[src/rtl/mem_port_arbiter_pkg.sv]
// Shared types for the unified-memory port arbiter of the MIPS pipeline.
package mips_pkg;

    // Arbiter sequencing: wait for a request, run the memory access, pulse ready.
    typedef enum logic [1:0] {
        ARB_IDLE,
        ARB_ACCESS,
        ARB_RESP
    } arb_state_t;

    // Which requester owns the memory (also remembered as the last winner).
    typedef enum logic {
        GNT_IF,
        GNT_D
    } arb_grant_t;

    // Largest supported access latency in cycles.
    localparam int ARB_MAX_LATENCY = 15;

endpackage

[src/rtl/mem_port_arbiter_if.sv]
// Bundle of the fetch port, data port and memory-side signals of the arbiter.
interface mem_port_arbiter_if;

    logic        if_req;
    logic [31:0] if_addr;
    logic [31:0] if_rdata;
    logic        if_ready;

    logic        d_read;
    logic        d_write;
    logic [31:0] d_addr;
    logic [31:0] d_wdata;
    logic [31:0] d_rdata;
    logic        d_ready;

    logic        mem_en;
    logic        mem_we;
    logic [31:0] mem_addr;
    logic [31:0] mem_wdata;
    logic [31:0] mem_rdata;

    logic        stall_pipe;

    // Arbiter view.
    modport slave (
        input  if_req, if_addr, d_read, d_write, d_addr, d_wdata, mem_rdata,
        output if_rdata, if_ready, d_rdata, d_ready,
               mem_en, mem_we, mem_addr, mem_wdata, stall_pipe
    );

    // Pipeline plus memory view (the environment around the arbiter).
    modport master (
        output if_req, if_addr, d_read, d_write, d_addr, d_wdata, mem_rdata,
        input  if_rdata, if_ready, d_rdata, d_ready,
               mem_en, mem_we, mem_addr, mem_wdata, stall_pipe
    );

endinterface

[src/rtl/mem_port_arbiter_rr2.sv]
// Two-way round-robin picker: bit 0 is the fetch port, bit 1 the data port.
module arb_rr2
    import mips_pkg::*;
(
    input  logic [1:0] req,
    input  arb_grant_t last_grant,
    output arb_grant_t grant,
    output logic       valid
);

    // A lone request wins outright; on a tie the port that did not win last time goes.
    always_comb begin
        valid = |req;
        grant = GNT_IF;
        if (req == 2'b11) begin
            grant = (last_grant == GNT_IF) ? GNT_D : GNT_IF;
        end else if (req[1]) begin
            grant = GNT_D;
        end
    end

endmodule

[src/rtl/mem_port_arbiter.sv]
// Shares one single-port memory between instruction fetch and the data port.
// Each granted request runs LATENCY enable cycles, then one ready cycle.
// LATENCY must lie in 1..ARB_MAX_LATENCY.
module mem_port_arbiter
    import mips_pkg::*;
#(
    parameter int LATENCY = 2
) (
    input  logic              clk,
    input  logic              rst,
    mem_port_arbiter_if.slave bus
);

    localparam int               CNT_W    = $clog2(LATENCY + 1);
    localparam logic [CNT_W-1:0] CNT_LAST = CNT_W'(LATENCY - 1);

    arb_state_t       state_reg;
    // Doubles as the current grant id while a transaction is in flight.
    arb_grant_t       last_grant_reg;
    logic [CNT_W-1:0] cnt_reg;

    // The memory-side registers hold the latched request during ACCESS and are
    // zero at all other times, so they feed the memory directly.
    logic             mem_en_reg;
    logic             mem_we_reg;
    logic [31:0]      mem_addr_reg;
    logic [31:0]      mem_wdata_reg;

    logic [31:0]      if_rdata_reg;
    logic [31:0]      d_rdata_reg;
    logic             if_ready_reg;
    logic             d_ready_reg;

    logic [1:0]       req;
    arb_grant_t       pick_grant;
    logic             pick_valid;

    assign req = {bus.d_read | bus.d_write, bus.if_req};

    arb_rr2 u_rr2 (
        .req        (req),
        .last_grant (last_grant_reg),
        .grant      (pick_grant),
        .valid      (pick_valid)
    );

    // Arbitration FSM with access counter, request latches and response registers.
    always_ff @(posedge clk) begin
        if (rst) begin
            state_reg      <= ARB_IDLE;
            last_grant_reg <= GNT_IF;
            cnt_reg        <= '0;
            mem_en_reg     <= 1'b0;
            mem_we_reg     <= 1'b0;
            mem_addr_reg   <= '0;
            mem_wdata_reg  <= '0;
            if_rdata_reg   <= '0;
            d_rdata_reg    <= '0;
            if_ready_reg   <= 1'b0;
            d_ready_reg    <= 1'b0;
        end else begin
            case (state_reg)
                ARB_IDLE: begin
                    if (pick_valid) begin
                        last_grant_reg <= pick_grant;
                        cnt_reg        <= '0;
                        mem_en_reg     <= 1'b1;
                        if (pick_grant == GNT_D) begin
                            mem_we_reg    <= bus.d_write;
                            mem_addr_reg  <= bus.d_addr;
                            mem_wdata_reg <= bus.d_wdata;
                        end else begin
                            mem_we_reg    <= 1'b0;
                            mem_addr_reg  <= bus.if_addr;
                            mem_wdata_reg <= '0;
                        end
                        state_reg <= ARB_ACCESS;
                    end
                end
                ARB_ACCESS: begin
                    if (cnt_reg == CNT_LAST) begin
                        // Memory data is valid now; stores leave d_rdata untouched.
                        if (last_grant_reg == GNT_IF) begin
                            if_rdata_reg <= bus.mem_rdata;
                            if_ready_reg <= 1'b1;
                        end else begin
                            if (!mem_we_reg) begin
                                d_rdata_reg <= bus.mem_rdata;
                            end
                            d_ready_reg <= 1'b1;
                        end
                        mem_en_reg    <= 1'b0;
                        mem_we_reg    <= 1'b0;
                        mem_addr_reg  <= '0;
                        mem_wdata_reg <= '0;
                        state_reg     <= ARB_RESP;
                    end else begin
                        cnt_reg <= cnt_reg + CNT_W'(1);
                    end
                end
                ARB_RESP: begin
                    if_ready_reg <= 1'b0;
                    d_ready_reg  <= 1'b0;
                    state_reg    <= ARB_IDLE;
                end
                default: begin
                    state_reg <= ARB_IDLE;
                end
            endcase
        end
    end

    assign bus.mem_en    = mem_en_reg;
    assign bus.mem_we    = mem_we_reg;
    assign bus.mem_addr  = mem_addr_reg;
    assign bus.mem_wdata = mem_wdata_reg;
    assign bus.if_rdata  = if_rdata_reg;
    assign bus.if_ready  = if_ready_reg;
    assign bus.d_rdata   = d_rdata_reg;
    assign bus.d_ready   = d_ready_reg;

    // Hold the pipeline while a request is pending and not completing this cycle.
    assign bus.stall_pipe = (bus.if_req & ~if_ready_reg)
                          | ((bus.d_read | bus.d_write) & ~d_ready_reg);

endmodule
[src/flat_wrapper.sv]
// flat-port wrapper written by rule: the top's interface ports become plain ports
module mem_port_arbiter_flat import mips_pkg::*;
#(
    parameter int LATENCY = 2
)
  (clk, rst, bus_if_req, bus_if_addr, bus_d_read, bus_d_write, bus_d_addr, bus_d_wdata, bus_mem_rdata, bus_if_rdata, bus_if_ready, bus_d_rdata, bus_d_ready, bus_mem_en, bus_mem_we, bus_mem_addr, bus_mem_wdata, bus_stall_pipe);
  mem_port_arbiter_if bus_i ();
  input  logic clk;
  input  logic rst;
  input wire logic [$bits(bus_i.if_req)-1:0] bus_if_req;
  input wire logic [$bits(bus_i.if_addr)-1:0] bus_if_addr;
  input wire logic [$bits(bus_i.d_read)-1:0] bus_d_read;
  input wire logic [$bits(bus_i.d_write)-1:0] bus_d_write;
  input wire logic [$bits(bus_i.d_addr)-1:0] bus_d_addr;
  input wire logic [$bits(bus_i.d_wdata)-1:0] bus_d_wdata;
  input wire logic [$bits(bus_i.mem_rdata)-1:0] bus_mem_rdata;
  output wire logic [$bits(bus_i.if_rdata)-1:0] bus_if_rdata;
  output wire logic [$bits(bus_i.if_ready)-1:0] bus_if_ready;
  output wire logic [$bits(bus_i.d_rdata)-1:0] bus_d_rdata;
  output wire logic [$bits(bus_i.d_ready)-1:0] bus_d_ready;
  output wire logic [$bits(bus_i.mem_en)-1:0] bus_mem_en;
  output wire logic [$bits(bus_i.mem_we)-1:0] bus_mem_we;
  output wire logic [$bits(bus_i.mem_addr)-1:0] bus_mem_addr;
  output wire logic [$bits(bus_i.mem_wdata)-1:0] bus_mem_wdata;
  output wire logic [$bits(bus_i.stall_pipe)-1:0] bus_stall_pipe;
  assign bus_i.if_req = bus_if_req;
  assign bus_i.if_addr = bus_if_addr;
  assign bus_i.d_read = bus_d_read;
  assign bus_i.d_write = bus_d_write;
  assign bus_i.d_addr = bus_d_addr;
  assign bus_i.d_wdata = bus_d_wdata;
  assign bus_i.mem_rdata = bus_mem_rdata;
  assign bus_if_rdata = bus_i.if_rdata;
  assign bus_if_ready = bus_i.if_ready;
  assign bus_d_rdata = bus_i.d_rdata;
  assign bus_d_ready = bus_i.d_ready;
  assign bus_mem_en = bus_i.mem_en;
  assign bus_mem_we = bus_i.mem_we;
  assign bus_mem_addr = bus_i.mem_addr;
  assign bus_mem_wdata = bus_i.mem_wdata;
  assign bus_stall_pipe = bus_i.stall_pipe;
  mem_port_arbiter #(.LATENCY(LATENCY)) u_core (.clk(clk), .rst(rst), .bus(bus_i));
endmodule
[config.mk]
export PLATFORM = sky130hd
export DESIGN_NAME = mem_port_arbiter_flat
export DESIGN_NICKNAME = d
export VERILOG_FILES = /design/src/rtl/mem_port_arbiter_pkg.sv /design/src/rtl/mem_port_arbiter_if.sv /design/src/rtl/mem_port_arbiter_rr2.sv /design/src/rtl/mem_port_arbiter.sv /design/src/flat_wrapper.sv
export SDC_FILE = /design/constraint.sdc
export NUM_CORES = 1
export LEC_CHECK = 0
export ABC_AREA = 1
export BUFFER_PORTS_ARGS = -buffer_cell sky130_fd_sc_hd__buf_2
export CAP_MARGIN = 0
export CORE_MARGIN = 4
export CORE_UTILIZATION = 47
export DETAILED_ROUTE_END_ITERATION = 10
export PLACE_DENSITY = 0.81
export SLEW_MARGIN = 10
export SYNTH_ARGS = -nofsm -noshare
export SYNTH_HDL_FRONTEND = slang
export SYNTH_SLANG_ARGS = --single-unit
[constraint.sdc]
create_clock -name clk -period 1.46 [get_ports clk]
set_input_delay 0.146 -clock clk [delete_from_list [all_inputs] [get_ports clk]]
set_output_delay 0.146 -clock clk [all_outputs]
set_load 0.02 [all_outputs]
==> run_results.csv <==
group,metric,value,unit
yosys,yosys.area_share.simple,28.2,%
sta,finalMaxSlewViolations,0,
status,status,"completed",
critical_path,cp-start-kind,"flip-flop",
die,ioPinCount,266,
layout,fill_cells,931,
global_routing,grt_pass1_vias,5920,
die,fp.dieArea,0.0139,sq mm
layout,drive_gt1_share,32.6,%
critical_path,crit_arrival,1.66,ns
yosys,synth.yosys.seq_area_share,48.2,%
sta,setup_ws,0.119,ns
drt,drt_pass1_iterations,5,
layout,multi_input_area,0.00235,sq mm
drt,post_drt_via_cell_ratio,5.07,
drt,ant_nets,0,
placement,io_buffer_count,265,
placement,gp_congestion,0.817,
layout,nets,1194,
die,die_y,118,um
yosys,syn_nets,901,
clock_tree,clk_pin_slew,0.06,ns
clock_tree,cts_buffers,17,
drt,wl_per_cell,14.6,um
clock_tree,post_cts_buffers,0,
power_and_ir_drop,cellLeakagePower,4.25,nW
sta,slew_headroom,76.6,%
yosys,synth.distinct_cells,25,
sta,timing_hold_violations_final,0,
yosys,synth_top_family_by_area,"simple AND/OR/NAND/NOR gates",
yosys,syn_avg_cell_area,7.44,sq um
sta,hold_slack,0.0217,ns
placement,dpl.hpwl,11700,um
global_routing,track_usage,24.8,%
clock_tree,ctsLongestPathBuffers,2,
yosys,synth_mux_area_share,0,%
clock_tree,cts_tree,"done",
critical_path,cp-end-kind,"flip-flop",
yosys,syn_area,0.00570,sq mm
power_and_ir_drop,powerDensity,1350,mW/mm^2
clock_tree,ctsRootBufferMaster,"clkbuf_16",
clock_tree,clk_latency,0.40,ns
drt,vias,6163,
drt,drc,0,
yosys,synth-seq-cells,137,
global_routing,grt_busiest_layer,"met2",
die,die_width,118,um
global_routing,grt_pass1_wl,28600,um
clock_tree,cts_num_sinks,137,
die,num_rows,39,
die,coreArea,0.0117,sq mm
yosys,synth-adder-area-share,0.439,%
yosys,synthCells,766,
yosys,yosys_warnings,0,
hold_path,min_path_type,"primary input to flip-flop",
sta,worst_slew_pin_slew,0.352,ns
layout,area_delta_synth_final,46.9,%
placement,place_ws,0.0421,ns
layout,fin_cells,1216,
yosys,yosysTopAreaCellShare,48.2,%
drt,first_iter_violations,571,
critical_path,cp_max_fo,44,
global_routing,grtUsageMet3,7.02,%
critical_path,r2r_slack,0.12,ns
clock_tree,htree_levels,4,
global_routing,grt_overflow,0,
critical_path,crit_type,"flip-flop to flip-flop",
global_routing,grt_antenna_before_repair,1,
layout,seq_area,0.00274,sq mm
sta,fmax,746,MHz
run,maxCapViolCount,0,
sta,setup_viol,0,
global_routing,grt_use_met1,27.6,%
sta,finClkSkew,0.0119,ns
yosys,yosys.area.top_type,"dfxtp_1",
yosys,synth.area.top_cells,"dfxtp_1 (48%), nand3_1 (14%), nor2_1 (8.8%)",
placement,dp.cells,1136,
sta,period_needed,1.34,ns
critical_path,cp.required,1.78,ns
global_routing,grt_max_degree,72,
sta,finalCritPeriodShare,91.9,%
global_routing,grtUsageMet2,43.5,%
die,start_util,48.8,%
power_and_ir_drop,ir_drop,766,uV
yosys,synth_xor_area_share,0,%
yosys,synth_compound_area_share,12.4,%
drt,routed_wl,17700,um
routing by layer:
metal,wire [um],vias to the layer above,part of all wire (%)
li1,-,3082,-
met1,6910,2757,39
met2,8950,286,51
met3,1370,38,7.8
met4,474,0,2.7
met5,0,-,0
repair_timing:
action | CTS | global route
gates resized for setup | 0 | 10
hold buffers | 47 | 0
endpoints found under the setup margin | 0 | 39
hold endpoints to repair | 55 | 0
final timing paths:
kind / startpoint / end / cells after the start
hold / removal: bus_d_wdata[23] / u_core.bus.mem_wdata[23]$_SDFFE_PP0P_ / 3
hold reg to reg: u_core.cnt_reg[0]$_SDFFE_PP0P_ / u_core.cnt_reg[0]$_SDFFE_PP0P_ / 1
setup / recovery: u_core.cnt_reg[1]$_SDFFE_PP0P_ / u_core.bus.mem_wdata[9]$_SDFFE_PP0P_ / 6
setup reg to reg: u_core.cnt_reg[1]$_SDFFE_PP0P_ / u_core.bus.mem_wdata[9]$_SDFFE_PP0P_ / 6
cell type report:
type                       count  area share, %
timing repair buffer         333           25.0
multi-input combinational    490           28.1
inverter                      80           3.65
clock inverter                10           2.56
sequential                   137           32.8
antenna                        1         0.0299
clock buffer                  22           5.67
tap                          143           2.14
cells by family (layout without fill, tap and decap cells):
kind of cell             count (synthesis)  after routing
AND/OR/NAND/NOR                        350            350
flip-flops                             137            137
adder cells (fa/ha/maj)                  2              2
buffers and inverters                  139            445
other                                    0              1
AO/OA/AOI/OAI                          138            138
worst max-delay path: stages, from the launching register on:
cell and delay [ns]:
dfxtp_1 0.33, inv_1 0.06, ha_1 0.22, nand2_2 0.14, buf_12 0.23, nand3_1 0.10
a21oi_1 0.17
power by group:
part           switching (W)  leakage (nW)  internal, W  total [W]
registers           0.000163          1.12      0.00403    0.00419
logic                0.00130          2.80     0.000850    0.00215
clock network        0.00157         0.331      0.00335    0.00492
total                0.00303          4.25      0.00823     0.0113
placed cells by master (no fill, tap or decap), types with 6 or more instances in the layout:
| cell type | instances |
|---|---|
| a21oi_1 | 70 |
| dfxtp_1 | 136 |
| buf_2 | 265 |
| nand2_2 | 6 |
| nand2_1 | 41 |
| inv_1 | 73 |
| dlygate4sd3_1 | 47 |
| buf_4 | 9 |
| buf_12 | 11 |
| o21ai_0 | 56 |
| bufinv_16 | 6 |
| nor2_1 | 131 |
| clkbuf_16 | 17 |
| nand3_1 | 155 |
| o21ai_1 | 9 |
| nand3_2 | 10 |
Yosys cell counts, drive strengths merged:
library cell and count:
a21oi 71, buf 38, clkbuf 21, dfxtp 137, ha 2, inv 80
nand2 48, nand3 165, nand4 1, nor2 136, o21ai 66, o22ai 1
metrics by stage:
| step | utilization (%) | setup TNS (ns) | area, sq um | total power, W |
|---|---|---|---|---|
| after floorplan | - | 0 | 5700 | 0.00554 |
| after global placement | 61.6 | 0 | 7180 | 0.00627 |
| after detailed placement | 61.6 | 0 | 7180 | 0.00630 |
| after CTS | 71.5 | 0 | 8340 | 0.0113 |
| after global routing | 71.7 | -0.0277 | 8370 | 0.0117 |
| final | 71.7 | 0 | 8370 | 0.0113 |
Power figures use the tool's default switching activity.
